==> src/rtl/spi_master_host_if.sv <==
// Control/status handshake and SPI pin bundle of spi_master_host.
// The master modport is the SPI initiator's view; the slave modport is the host/pin-side view.
interface spi_master_host_if #(
  parameter int DATA_WIDTH = 32
);
  // start_i is taken on any clk edge where busy_o=0; busy_o is high from the next
  // cycle until the done cycle, where done_o pulses once and busy_o is already low.
  logic                  start_i;
  logic                  quad_i;
  logic                  wr_i;
  logic [7:0]            cmd_i;
  logic                  addr_en_i;
  logic [31:0]           addr_i;
  logic [7:0]            dummy_i;
  logic [DATA_WIDTH-1:0] data_i;
  logic [DATA_WIDTH-1:0] data_o;
  logic                  busy_o;
  logic                  done_o;
  logic                  spi_clk_o;
  logic                  spi_cs_o;
  logic                  spi_sdo0_o;
  logic                  spi_sdo1_o;
  logic                  spi_sdo2_o;
  logic                  spi_sdo3_o;
  logic [3:0]            spi_oe_o;
  logic                  spi_sdi0_i;
  logic                  spi_sdi1_i;
  logic                  spi_sdi2_i;
  logic                  spi_sdi3_i;
  logic [2:0]            state_o;

  modport master (
    input  start_i, quad_i, wr_i, cmd_i, addr_en_i, addr_i, dummy_i, data_i,
    input  spi_sdi0_i, spi_sdi1_i, spi_sdi2_i, spi_sdi3_i,
    output data_o, busy_o, done_o, state_o,
    output spi_clk_o, spi_cs_o, spi_sdo0_o, spi_sdo1_o, spi_sdo2_o, spi_sdo3_o, spi_oe_o
  );

  modport slave (
    output start_i, quad_i, wr_i, cmd_i, addr_en_i, addr_i, dummy_i, data_i,
    output spi_sdi0_i, spi_sdi1_i, spi_sdi2_i, spi_sdi3_i,
    input  data_o, busy_o, done_o, state_o,
    input  spi_clk_o, spi_cs_o, spi_sdo0_o, spi_sdo1_o, spi_sdo2_o, spi_sdo3_o, spi_oe_o
  );
endinterface

==> src/rtl/spi_master_host.sv <==
// Mode-0 SPI initiator: one transaction per start (cmd, optional address, dummy, data),
// single-lane command with optional quad-lane address/data.
module spi_master_host #(
  parameter int CLK_DIV    = 4,
  parameter int DATA_WIDTH = 32
) (
  input  logic              clk,
  input  logic              rst,
  spi_master_host_if.master bus
);
  localparam int SR_W  = (DATA_WIDTH > 32) ? DATA_WIDTH : 32;
  localparam int CNT_W = (SR_W > 256) ? $clog2(SR_W) : 8;
  localparam int DIV_W = (CLK_DIV > 1) ? $clog2(CLK_DIV) : 1;
  localparam logic [DIV_W-1:0] DIV_LAST = DIV_W'(CLK_DIV - 1);

  localparam logic [2:0] ST_IDLE  = 3'd0;
  localparam logic [2:0] ST_SETUP = 3'd1;
  localparam logic [2:0] ST_CMD   = 3'd2;
  localparam logic [2:0] ST_ADDR  = 3'd3;
  localparam logic [2:0] ST_DUMMY = 3'd4;
  localparam logic [2:0] ST_DATA  = 3'd5;
  localparam logic [2:0] ST_HOLD  = 3'd6;

  logic [2:0]            state;
  logic [2:0]            next_phase;
  logic [DIV_W-1:0]      div_cnt;
  logic                  div_wrap;
  logic [CNT_W-1:0]      bit_cnt;
  logic [CNT_W-1:0]      phase_last;
  logic                  sck;
  logic                  done;
  logic                  quad_q;
  logic                  wr_q;
  logic                  addr_en_q;
  logic [7:0]            dummy_q;
  logic [31:0]           addr_q;
  logic [DATA_WIDTH-1:0] data_q;
  logic [DATA_WIDTH-1:0] rx_sr;
  logic [DATA_WIDTH-1:0] data_rd;
  logic [SR_W-1:0]       tx_sr;
  logic [SR_W-1:0]       next_load;
  logic [3:0]            sdi;
  logic [3:0]            lanes;
  logic [3:0]            oe;
  logic                  rd_phase;

  assign sdi      = {bus.spi_sdi3_i, bus.spi_sdi2_i, bus.spi_sdi1_i, bus.spi_sdi0_i};
  assign div_wrap = (div_cnt == DIV_LAST);
  assign rd_phase = (state == ST_DATA) && !wr_q;

  // Length of the current shifting phase and what follows it; the shift register is
  // reloaded left-aligned with the next phase's payload on the last falling edge.
  always_comb begin
    phase_last = CNT_W'(7);
    next_phase = ST_HOLD;
    next_load  = SR_W'(data_q) << (SR_W - DATA_WIDTH);
    case (state)
      ST_CMD: begin
        phase_last = CNT_W'(7);
        if (addr_en_q)           next_phase = ST_ADDR;
        else if (dummy_q != 8'd0) next_phase = ST_DUMMY;
        else                     next_phase = ST_DATA;
      end
      ST_ADDR: begin
        phase_last = quad_q ? CNT_W'(7) : CNT_W'(31);
        next_phase = (dummy_q != 8'd0) ? ST_DUMMY : ST_DATA;
      end
      ST_DUMMY: begin
        phase_last = CNT_W'(dummy_q) - CNT_W'(1);
        next_phase = ST_DATA;
      end
      ST_DATA: begin
        phase_last = quad_q ? CNT_W'(DATA_WIDTH / 4 - 1) : CNT_W'(DATA_WIDTH - 1);
        next_phase = ST_HOLD;
      end
      default: ;
    endcase
    if (next_phase == ST_ADDR) next_load = SR_W'(addr_q) << (SR_W - 32);
  end

  always_ff @(posedge clk or posedge rst) begin
    if (rst) begin
      state     <= ST_IDLE;
      div_cnt   <= '0;
      bit_cnt   <= '0;
      sck       <= 1'b0;
      done      <= 1'b0;
      quad_q    <= 1'b0;
      wr_q      <= 1'b0;
      addr_en_q <= 1'b0;
      dummy_q   <= '0;
      addr_q    <= '0;
      data_q    <= '0;
      tx_sr     <= '0;
      rx_sr     <= '0;
      data_rd   <= '0;
    end else begin
      done <= 1'b0;
      case (state)
        ST_IDLE: begin
          if (bus.start_i) begin
            quad_q    <= bus.quad_i;
            wr_q      <= bus.wr_i;
            addr_en_q <= bus.addr_en_i;
            dummy_q   <= bus.dummy_i;
            addr_q    <= bus.addr_i;
            data_q    <= bus.data_i;
            tx_sr     <= SR_W'(bus.cmd_i) << (SR_W - 8);
            div_cnt   <= '0;
            bit_cnt   <= '0;
            state     <= ST_SETUP;
          end
        end
        ST_SETUP: begin
          if (div_wrap) begin
            div_cnt <= '0;
            bit_cnt <= '0;
            state   <= ST_CMD;
          end else begin
            div_cnt <= div_cnt + 1'b1;
          end
        end
        ST_CMD, ST_ADDR, ST_DUMMY, ST_DATA: begin
          if (!div_wrap) begin
            div_cnt <= div_cnt + 1'b1;
          end else begin
            div_cnt <= '0;
            if (!sck) begin
              // Rising SCK edge: the slave's bit has been stable for a full low half.
              sck <= 1'b1;
              if (rd_phase) begin
                rx_sr <= quad_q ? ((rx_sr << 4) | DATA_WIDTH'(sdi))
                                : ((rx_sr << 1) | DATA_WIDTH'(sdi[0]));
              end
            end else begin
              sck <= 1'b0;
              if (bit_cnt == phase_last) begin
                bit_cnt <= '0;
                state   <= next_phase;
                tx_sr   <= next_load;
                if (rd_phase) data_rd <= rx_sr;
              end else begin
                bit_cnt <= bit_cnt + 1'b1;
                tx_sr   <= (quad_q && state != ST_CMD) ? (tx_sr << 4) : (tx_sr << 1);
              end
            end
          end
        end
        ST_HOLD: begin
          if (div_wrap) begin
            div_cnt <= '0;
            done    <= 1'b1;
            state   <= ST_IDLE;
          end else begin
            div_cnt <= div_cnt + 1'b1;
          end
        end
        default: state <= ST_IDLE;
      endcase
    end
  end

  // Lanes are driven only while the host owns them; DUMMY, read data and HOLD float (oe=0).
  always_comb begin
    oe    = 4'b0000;
    lanes = 4'b0000;
    case (state)
      ST_SETUP, ST_CMD: begin
        oe       = 4'b0001;
        lanes[0] = tx_sr[SR_W-1];
      end
      ST_ADDR, ST_DATA: begin
        if (state == ST_ADDR || wr_q) begin
          if (quad_q) begin
            oe    = 4'b1111;
            lanes = tx_sr[SR_W-1 -: 4];
          end else begin
            oe       = 4'b0001;
            lanes[0] = tx_sr[SR_W-1];
          end
        end
      end
      default: ;
    endcase
  end

  assign bus.spi_clk_o  = sck;
  assign bus.spi_cs_o   = (state == ST_IDLE);
  assign bus.busy_o     = (state != ST_IDLE);
  assign bus.done_o     = done;
  assign bus.data_o     = data_rd;
  assign bus.state_o    = state;
  assign bus.spi_oe_o   = oe;
  assign bus.spi_sdo0_o = lanes[0];
  assign bus.spi_sdo1_o = lanes[1];
  assign bus.spi_sdo2_o = lanes[2];
  assign bus.spi_sdo3_o = lanes[3];
endmodule

==> src/flat_wrapper.sv <==
// flat-port wrapper written by rule: the top's interface ports become plain ports
module spi_master_host_flat 
#(
  parameter int CLK_DIV    = 4,
  parameter int DATA_WIDTH = 32
)
  (clk, rst, bus_start_i, bus_quad_i, bus_wr_i, bus_cmd_i, bus_addr_en_i, bus_addr_i, bus_dummy_i, bus_data_i, bus_spi_sdi0_i, bus_spi_sdi1_i, bus_spi_sdi2_i, bus_spi_sdi3_i, bus_data_o, bus_busy_o, bus_done_o, bus_state_o, bus_spi_clk_o, bus_spi_cs_o, bus_spi_sdo0_o, bus_spi_sdo1_o, bus_spi_sdo2_o, bus_spi_sdo3_o, bus_spi_oe_o);
  spi_master_host_if #(.DATA_WIDTH(DATA_WIDTH)) bus_i ();
  input  logic clk;
  input  logic rst;
  input wire logic [$bits(bus_i.start_i)-1:0] bus_start_i;
  input wire logic [$bits(bus_i.quad_i)-1:0] bus_quad_i;
  input wire logic [$bits(bus_i.wr_i)-1:0] bus_wr_i;
  input wire logic [$bits(bus_i.cmd_i)-1:0] bus_cmd_i;
  input wire logic [$bits(bus_i.addr_en_i)-1:0] bus_addr_en_i;
  input wire logic [$bits(bus_i.addr_i)-1:0] bus_addr_i;
  input wire logic [$bits(bus_i.dummy_i)-1:0] bus_dummy_i;
  input wire logic [$bits(bus_i.data_i)-1:0] bus_data_i;
  input wire logic [$bits(bus_i.spi_sdi0_i)-1:0] bus_spi_sdi0_i;
  input wire logic [$bits(bus_i.spi_sdi1_i)-1:0] bus_spi_sdi1_i;
  input wire logic [$bits(bus_i.spi_sdi2_i)-1:0] bus_spi_sdi2_i;
  input wire logic [$bits(bus_i.spi_sdi3_i)-1:0] bus_spi_sdi3_i;
  output wire logic [$bits(bus_i.data_o)-1:0] bus_data_o;
  output wire logic [$bits(bus_i.busy_o)-1:0] bus_busy_o;
  output wire logic [$bits(bus_i.done_o)-1:0] bus_done_o;
  output wire logic [$bits(bus_i.state_o)-1:0] bus_state_o;
  output wire logic [$bits(bus_i.spi_clk_o)-1:0] bus_spi_clk_o;
  output wire logic [$bits(bus_i.spi_cs_o)-1:0] bus_spi_cs_o;
  output wire logic [$bits(bus_i.spi_sdo0_o)-1:0] bus_spi_sdo0_o;
  output wire logic [$bits(bus_i.spi_sdo1_o)-1:0] bus_spi_sdo1_o;
  output wire logic [$bits(bus_i.spi_sdo2_o)-1:0] bus_spi_sdo2_o;
  output wire logic [$bits(bus_i.spi_sdo3_o)-1:0] bus_spi_sdo3_o;
  output wire logic [$bits(bus_i.spi_oe_o)-1:0] bus_spi_oe_o;
  assign bus_i.start_i = bus_start_i;
  assign bus_i.quad_i = bus_quad_i;
  assign bus_i.wr_i = bus_wr_i;
  assign bus_i.cmd_i = bus_cmd_i;
  assign bus_i.addr_en_i = bus_addr_en_i;
  assign bus_i.addr_i = bus_addr_i;
  assign bus_i.dummy_i = bus_dummy_i;
  assign bus_i.data_i = bus_data_i;
  assign bus_i.spi_sdi0_i = bus_spi_sdi0_i;
  assign bus_i.spi_sdi1_i = bus_spi_sdi1_i;
  assign bus_i.spi_sdi2_i = bus_spi_sdi2_i;
  assign bus_i.spi_sdi3_i = bus_spi_sdi3_i;
  assign bus_data_o = bus_i.data_o;
  assign bus_busy_o = bus_i.busy_o;
  assign bus_done_o = bus_i.done_o;
  assign bus_state_o = bus_i.state_o;
  assign bus_spi_clk_o = bus_i.spi_clk_o;
  assign bus_spi_cs_o = bus_i.spi_cs_o;
  assign bus_spi_sdo0_o = bus_i.spi_sdo0_o;
  assign bus_spi_sdo1_o = bus_i.spi_sdo1_o;
  assign bus_spi_sdo2_o = bus_i.spi_sdo2_o;
  assign bus_spi_sdo3_o = bus_i.spi_sdo3_o;
  assign bus_spi_oe_o = bus_i.spi_oe_o;
  spi_master_host #(.CLK_DIV(CLK_DIV), .DATA_WIDTH(DATA_WIDTH)) u_core (.clk(clk), .rst(rst), .bus(bus_i));
endmodule
==> config.mk <==
export PLATFORM = sky130hd
export DESIGN_NAME = spi_master_host_flat
export DESIGN_NICKNAME = d
export VERILOG_FILES = /design/src/rtl/spi_master_host_if.sv /design/src/rtl/spi_master_host.sv /design/src/flat_wrapper.sv
export SDC_FILE = /design/constraint.sdc
export NUM_CORES = 1
export LEC_CHECK = 0
export BUFFER_PORTS_ARGS = -buffer_cell sky130_fd_sc_hd__buf_2
export CORE_MARGIN = 3
export CORE_UTILIZATION = 45
export DETAILED_ROUTE_END_ITERATION = 8
export PLACE_DENSITY = 0.65
export SYNTH_ARGS = -nofsm -noshare
export SYNTH_HDL_FRONTEND = slang
export SYNTH_SLANG_ARGS = --single-unit
==> constraint.sdc <==
create_clock -name clk -period 8.2 [get_ports clk]
set_input_delay 1.23 -clock clk [delete_from_list [all_inputs] [get_ports clk]]
set_output_delay 1.23 -clock clk [all_outputs]
set_load 0.05 [all_outputs]
; ---- Yosys cells after proc, flatten, opt, wreduce, memory -nomap -nowiden
; Index checks and enable logic that the tools add are counted.
[word_totals]
register_bits = 186
inputBits = 90
output_inout_bits = 47
elab_cells = 98
[op_classes]
add_sub_neg = 3
eq_ne = 16
muxes = 40
bitwise = 3
n_reduce_logical = 22
[op_table]
columns = operator, count
row1 = 2-to-1 mux 32 bit, 7
row2 = case mux 32 bit (2 select lines), 1
row3 = 2-to-1 mux 8 bit, 5
row4 = bitwise OR 32 x 1 -> 32 bit, 1
row5 = bitwise OR 32 x 4 -> 32 bit, 1
row6 = 2-to-1 mux 3 bit, 9
row7 = case mux 8 bit (3 select lines), 1
row8 = case mux 8 bit (2 select lines), 1
row9 = 2-to-1 mux 4 bit, 3
row10 = case mux 3 bit (4 select lines), 1
row11 = inequality test 2 x 1 -> 1 bit (second input constant), 5
row12 = AND reduction 5 bit, 2
row13 = == test 3 x 2 -> 1 bit (second input constant), 3
row14 = == test 3 bit (second input constant), 3
row15 = case mux 3 bit (3 select lines), 1
row16 = adder 8 x 1 -> 8 bit (second input constant), 1
row17 = == test 8 bit, 1
row18 = case mux 4 bit (2 select lines), 1
row19 = AND reduction 4 bit, 2
row20 = nonzero test 8 bit, 1
row21 = subtractor 8 x 1 -> 8 bit (second input constant), 1
row22 = AND reduction 2 bit, 3
row23 = AND reduction 6 bit, 1
row24 = nonzero test 3 bit, 2
row25 = other kinds (19), 27

; ---- Depth between registers and ports, before layout
[depth]
ltp_word = 10
mapped_depth = 11
mapped_depth_nobuf = 10

; ---- Worst setup path before layout
; OpenSTA, ideal clock, no wires.
[synth_path]
path_kind = register -> output
start = register u_core.state[1] (netlist: u_core.bus.state_o[1])
end = output port bus_spi_sdo0_o
t_arrival_ns = 2.998
required_ns = 6.970
setup_slack_ns = 3.972
path_stages_with_launch = 7
path_cell_list = dfrtp_1 clkbuf_1 nand2b_1 o21ai_0 and3_1 a21oi_1 nor3_1
[synth_via]
elab_chain_len = 4
elab_cells_between_ends = 9
cone_classes = eq/ne (4) / mux (2) / reduce/logical (3)
[synth_lines]
columns = item, line
row1 = from (decl), spi_master_host.sv:24  ; logic [2:0] state;
row2 = from (signal assigned), spi_master_host.sv:139  ; state <= next_phase;
row3 = == test 3 x 2 -> 1 bit, "spi_master_host.sv:167, spi_master_host.sv:173"
row4 = logical OR 1 bit, spi_master_host.sv:173  ; if (state == ST_ADDR || wr_q) begin
row5 = 2-to-1 mux 4 bit, spi_master_host.sv:173
row6 = case mux 1 bit (2 select lines) (*), spi_master_host.sv:167  ; case (state)
row7 = to (decl), flat_wrapper.sv:29  ; output wire logic [$bits(bus_i.spi_sdo0_o)-1:0] bus_spi_sdo0_o;
; Every way passes the cells marked *; elsewhere a longest branch is shown, timed or not.

; ---- Worst setup path in the final report
[layout_path]
start = register u_core.state[0] (netlist: u_core.bus.state_o[0])
end = register u_core.data_rd[17] (netlist: u_core.bus.data_o[17])
[layout_via]
elab_chain_len = 5
elab_cells_between_ends = 10
cone_classes = eq/ne (5) / mux (1) / reduce/logical (4)
[layout_lines]
columns = item, line
row1 = == test 3 x 2 -> 1 bit / == test 3 bit (equally long branches), "spi_master_host.sv:57, spi_master_host.sv:99, spi_master_host.sv:49"
row2 = OR reduction 2 bit (no line), n/a
row3 = case mux 8 bit (2 select lines), spi_master_host.sv:57  ; case (state)
row4 = == test 8 bit, spi_master_host.sv:137  ; if (bit_cnt == phase_last) begin
row5 = AND reduction 5 bit (no line) (*), n/a
row6 = to (signal assigned), spi_master_host.sv:141  ; if (rd_phase) data_rd <= rx_sr;
row7 = to (decl), spi_master_host.sv:39  ; logic [DATA_WIDTH-1:0] data_rd;
; Marks and branches as above.
; A chain may end at the register's enable or synchronous reset.

==> results.cfg <==
[sta]
finalCriticalPeriod_ps = 4190
drv_slew = 0
slew_headroom_pct = 25.7
fin_crit_sh_pct = 51.2
finalSetupTns_ps = 0
max_freq_ghz = 0.238
setup_viol = 0
worst-slew-pin-transition_ps = 1110
finalHoldViolations = 0
rsz0062_at_grt = no
clock_skew_ps = 14.8

[finish]
fin_area_mm2 = 0.0106
area_growth_pct = 16.1
fin_util_pct = 53.8
drive_above_1_share_pct = 34.3
nets = 965

[floorplanning]
coreArea_mm2 = 0.0197
die_area_mm2 = 0.0220
die_w_um = 148
die_h_um = 148
rows = 51
io_pins = 137
start_util_pct = 46.3

[setup_path]
crit_fanout = 36
arrival_ps = 4510
worst_setup_path_end_kind = register
cpPeakStageDelay_ps = 820
critPathBufInv = 0
slowest_stage = nor3b_1
start_kind = register
worstReg2RegEnd = u_core.bus.data_o[17]$_DFFE_PP0P_
crit_path_start = u_core.bus.state_o[0]$_DFFE_PP0P_
reg2regPathDepth = 8
cp.depth = 8
critPathCapture = u_core.bus.data_o[17]$_DFFE_PP0P_
path_delay_family = simple AND/OR/NAND/NOR gates
r2r_slack_ps = 4010
crit_path_cell_trace = nor3b_1 > nand2_1 > xor2_1 > a21oi_1 > nand4_1 > nor2_8 > nand3_4 > mux2_4
required_ps = 8510
critPathKind = register to register
worstReg2RegStart = u_core.bus.state_o[0]$_DFFE_PP0P_

[clocking]
cts_buffer_depth = 2
clk_pin_slew_ps = 70
clockRootBuffer = clkbuf_16
numCtsBuffers = 17
cts_tree = done
cts_hold_buf = 0
postCtsResizedCells = 0
cts_max_level = 4
clk_latency_ps = 430
clock-sinks = 186
cts_setup_buffers = 0

[grt]
grt_pass1_vias = 6242
antenna_found_initial = 1
grt_max_degree = 113
grt_pass1_wl_um = 32300
grt_overflow = 0
grtUsageTotal_pct = 18.2

[synthesis]
seq_area_frac_synth_pct = 51.1
syn_avg_cell_area_um2 = 12.0
netlist_instances = 759
ys_warn_count = 0
synth.distinct_cells = 52
synth_edf_count = 0
synth_area_mm2 = 0.00911
synth_top_flop_cell = dfrtp_1
synth_area_leaders = dfrtp_1, mux2i_1, mux2_2, mux2_4, a21oi_1
synth_top_cell_area_share_pct = 51.1
ys_ff_latch = 186
synth_area_leader_cell = dfrtp_1
synthArstFlopShare_pct = 100
syn_nets = 854

[drt]
wire_per_inst_um = 17.1
drc = 1
vias_per_cell = 5.39
ant_nets = 0
drtPass1Iterations = 7
first_iter_violations = 475
vias = 6188
wirelength_um = 19600

[power_and_ir_drop]
cellPowerDensity_mw_per_mm2 = 315
finalPower_mw = 3.33
irDropWorstVdd_mv = 0.151
p_leak_nw = 4.99

[min_path]
hp-class = register to register
whs_path_depth = 1

[flow_run]
max_cap_violations = 0

[placement]
place_hpwl_um = 13200
io_buffers = 136
place.gp.congestion = 0.812
postPlaceCellArea_mm2 = 0.00998

[outcome]
violations = DRC
status = finished with violations
per-layer routing:
layer | vias up | share of wire, % | track usage, %
met5 | - | 0 | 0
met2 | 141 | 47 | 28.2
met4 | 0 | 1.4 | 5.13
met3 | 16 | 4.8 | 3.99
met1 | 3077 | 47 | 26.1
li1 | 2954 | - | -
cell families (layout without fill, tap and decap cells):
family,Yosys count,count (layout),share of synthesized area (%)
flops,186,186,51.1
fa+ha+maj,5,5,0.687
buf+inv,59,183,2.86
mux,227,227,27.8
simple gates,147,147,8.12
compound gates,128,128,8.77
other cells,0,1,0
xor+xnor,7,7,0.673
synth_stat cells (all sizes together), types with 5 or more instances:
cell type	n
dfrtp	186
mux2	116
mux2i	111
nor2	61
a21oi	58
clkbuf	36
o21ai	25
nand2	24
a22o	21
buf	13
nand3	13
inv	10
nand2b	9
or3	9
and2	5
ha	5
nor3	5
xnor2	5
final cells by class:
| cell class | count | area [µm²] |
|---|---|---|
| Clock inverter | 15 | 160 |
| Multi-Input combinational cell | 514 | 4230 |
| Clock buffer | 17 | 425 |
| Inverter | 10 | 42.5 |
| Fill cell | 1769 | 9080 |
| Sequential cell | 186 | 4660 |
| Timing Repair Buffer | 141 | 718 |
| Tap cell | 265 | 332 |
| Antenna cell | 1 | 2.50 |
power by group:
part / total (mW) / internal (mW) / switching, mW / leakage, nW
clock: 0.800 / 0.406 / 0.394 / 0.279
sequential: 1.39 / 1.15 / 0.235 / 2.39
combinational: 1.14 / 0.531 / 0.607 / 2.32
total: 3.33 / 2.09 / 1.24 / 4.99
worst min-delay path by stage:
stage | start | endpoint | slack, ps
after floorplan | u_core.tx_sr[0]$_DFFE_PP0P_ | u_core.tx_sr[0]$_DFFE_PP0P_ | 470
after global placement | u_core.bus.data_o[29]$_DFFE_PP0P_ | u_core.bus.data_o[29]$_DFFE_PP0P_ | 490
after detailed placement | u_core.bus.data_o[11]$_DFFE_PP0P_ | u_core.bus.data_o[11]$_DFFE_PP0P_ | 490
after CTS | u_core.addr_q[17]$_DFFE_PP0P_ | u_core.addr_q[17]$_DFFE_PP0P_ | 510
after global routing | u_core.bus.data_o[7]$_DFFE_PP0P_ | u_core.bus.data_o[7]$_DFFE_PP0P_ | 520
final | u_core.addr_q[9]$_DFFE_PP0P_ | u_core.addr_q[9]$_DFFE_PP0P_ | 510
worst register-to-register path, cell delays in order (launching register included):
cell and delay [ps]:
dfrtp_1 630, nor3b_1 820, nand2_1 170, xor2_1 180, a21oi_1 130, nand4_1 270, nor2_8 640, nand3_4 700
mux2_4 540
flip-flops by register name (all words and copies together) (netlist names):
register	count
u_core.bus.done_o	1
u_core.quad_q	1
u_core.dummy_q	8
u_core.bit_cnt	8
u_core.addr_q	32
u_core.bus.data_o	32
u_core.tx_sr	32
u_core.div_cnt	2
u_core.bus.state_o	3
u_core.rx_sr	32
u_core.wr_q	1
u_core.addr_en_q	1
u_core.bus.spi_clk_o	1
u_core.data_q	32
through the flow:
step / instances / worst slack [ps] / hold WS, ps
2_1_floorplan: 759 / 1910 / 470
3_3_place_gp: 1116 / 4180 / 488
3_5_place_dp: 1116 / 4080 / 492
4_1_cts: 1148 / 4070 / 513
5_1_grt: 1149 / 3760 / 520
6_report: 1149 / 4010 / 508
cell usage in the layout (no fill, tap or decap), types with 4 or more instances in the layout:
master     count
a21oi_1       58
a22o_1        21
and2_1         4
buf_2        136
buf_4          5
clkbuf_16     17
clkinv_8       4
dfrtp_1      185
ha_1           5
inv_1          9
inv_6          4
mux2_2        86
mux2_4        30
mux2i_1      111
nand2_1       24
nand2b_1       9
nand3_1       12
nor2_1        58
nor3_1         5
nor4b_1        4
o211ai_1       4
o21ai_0       22
or3_1          9
xnor2_1        5
(Power assumes the default switching activity.)
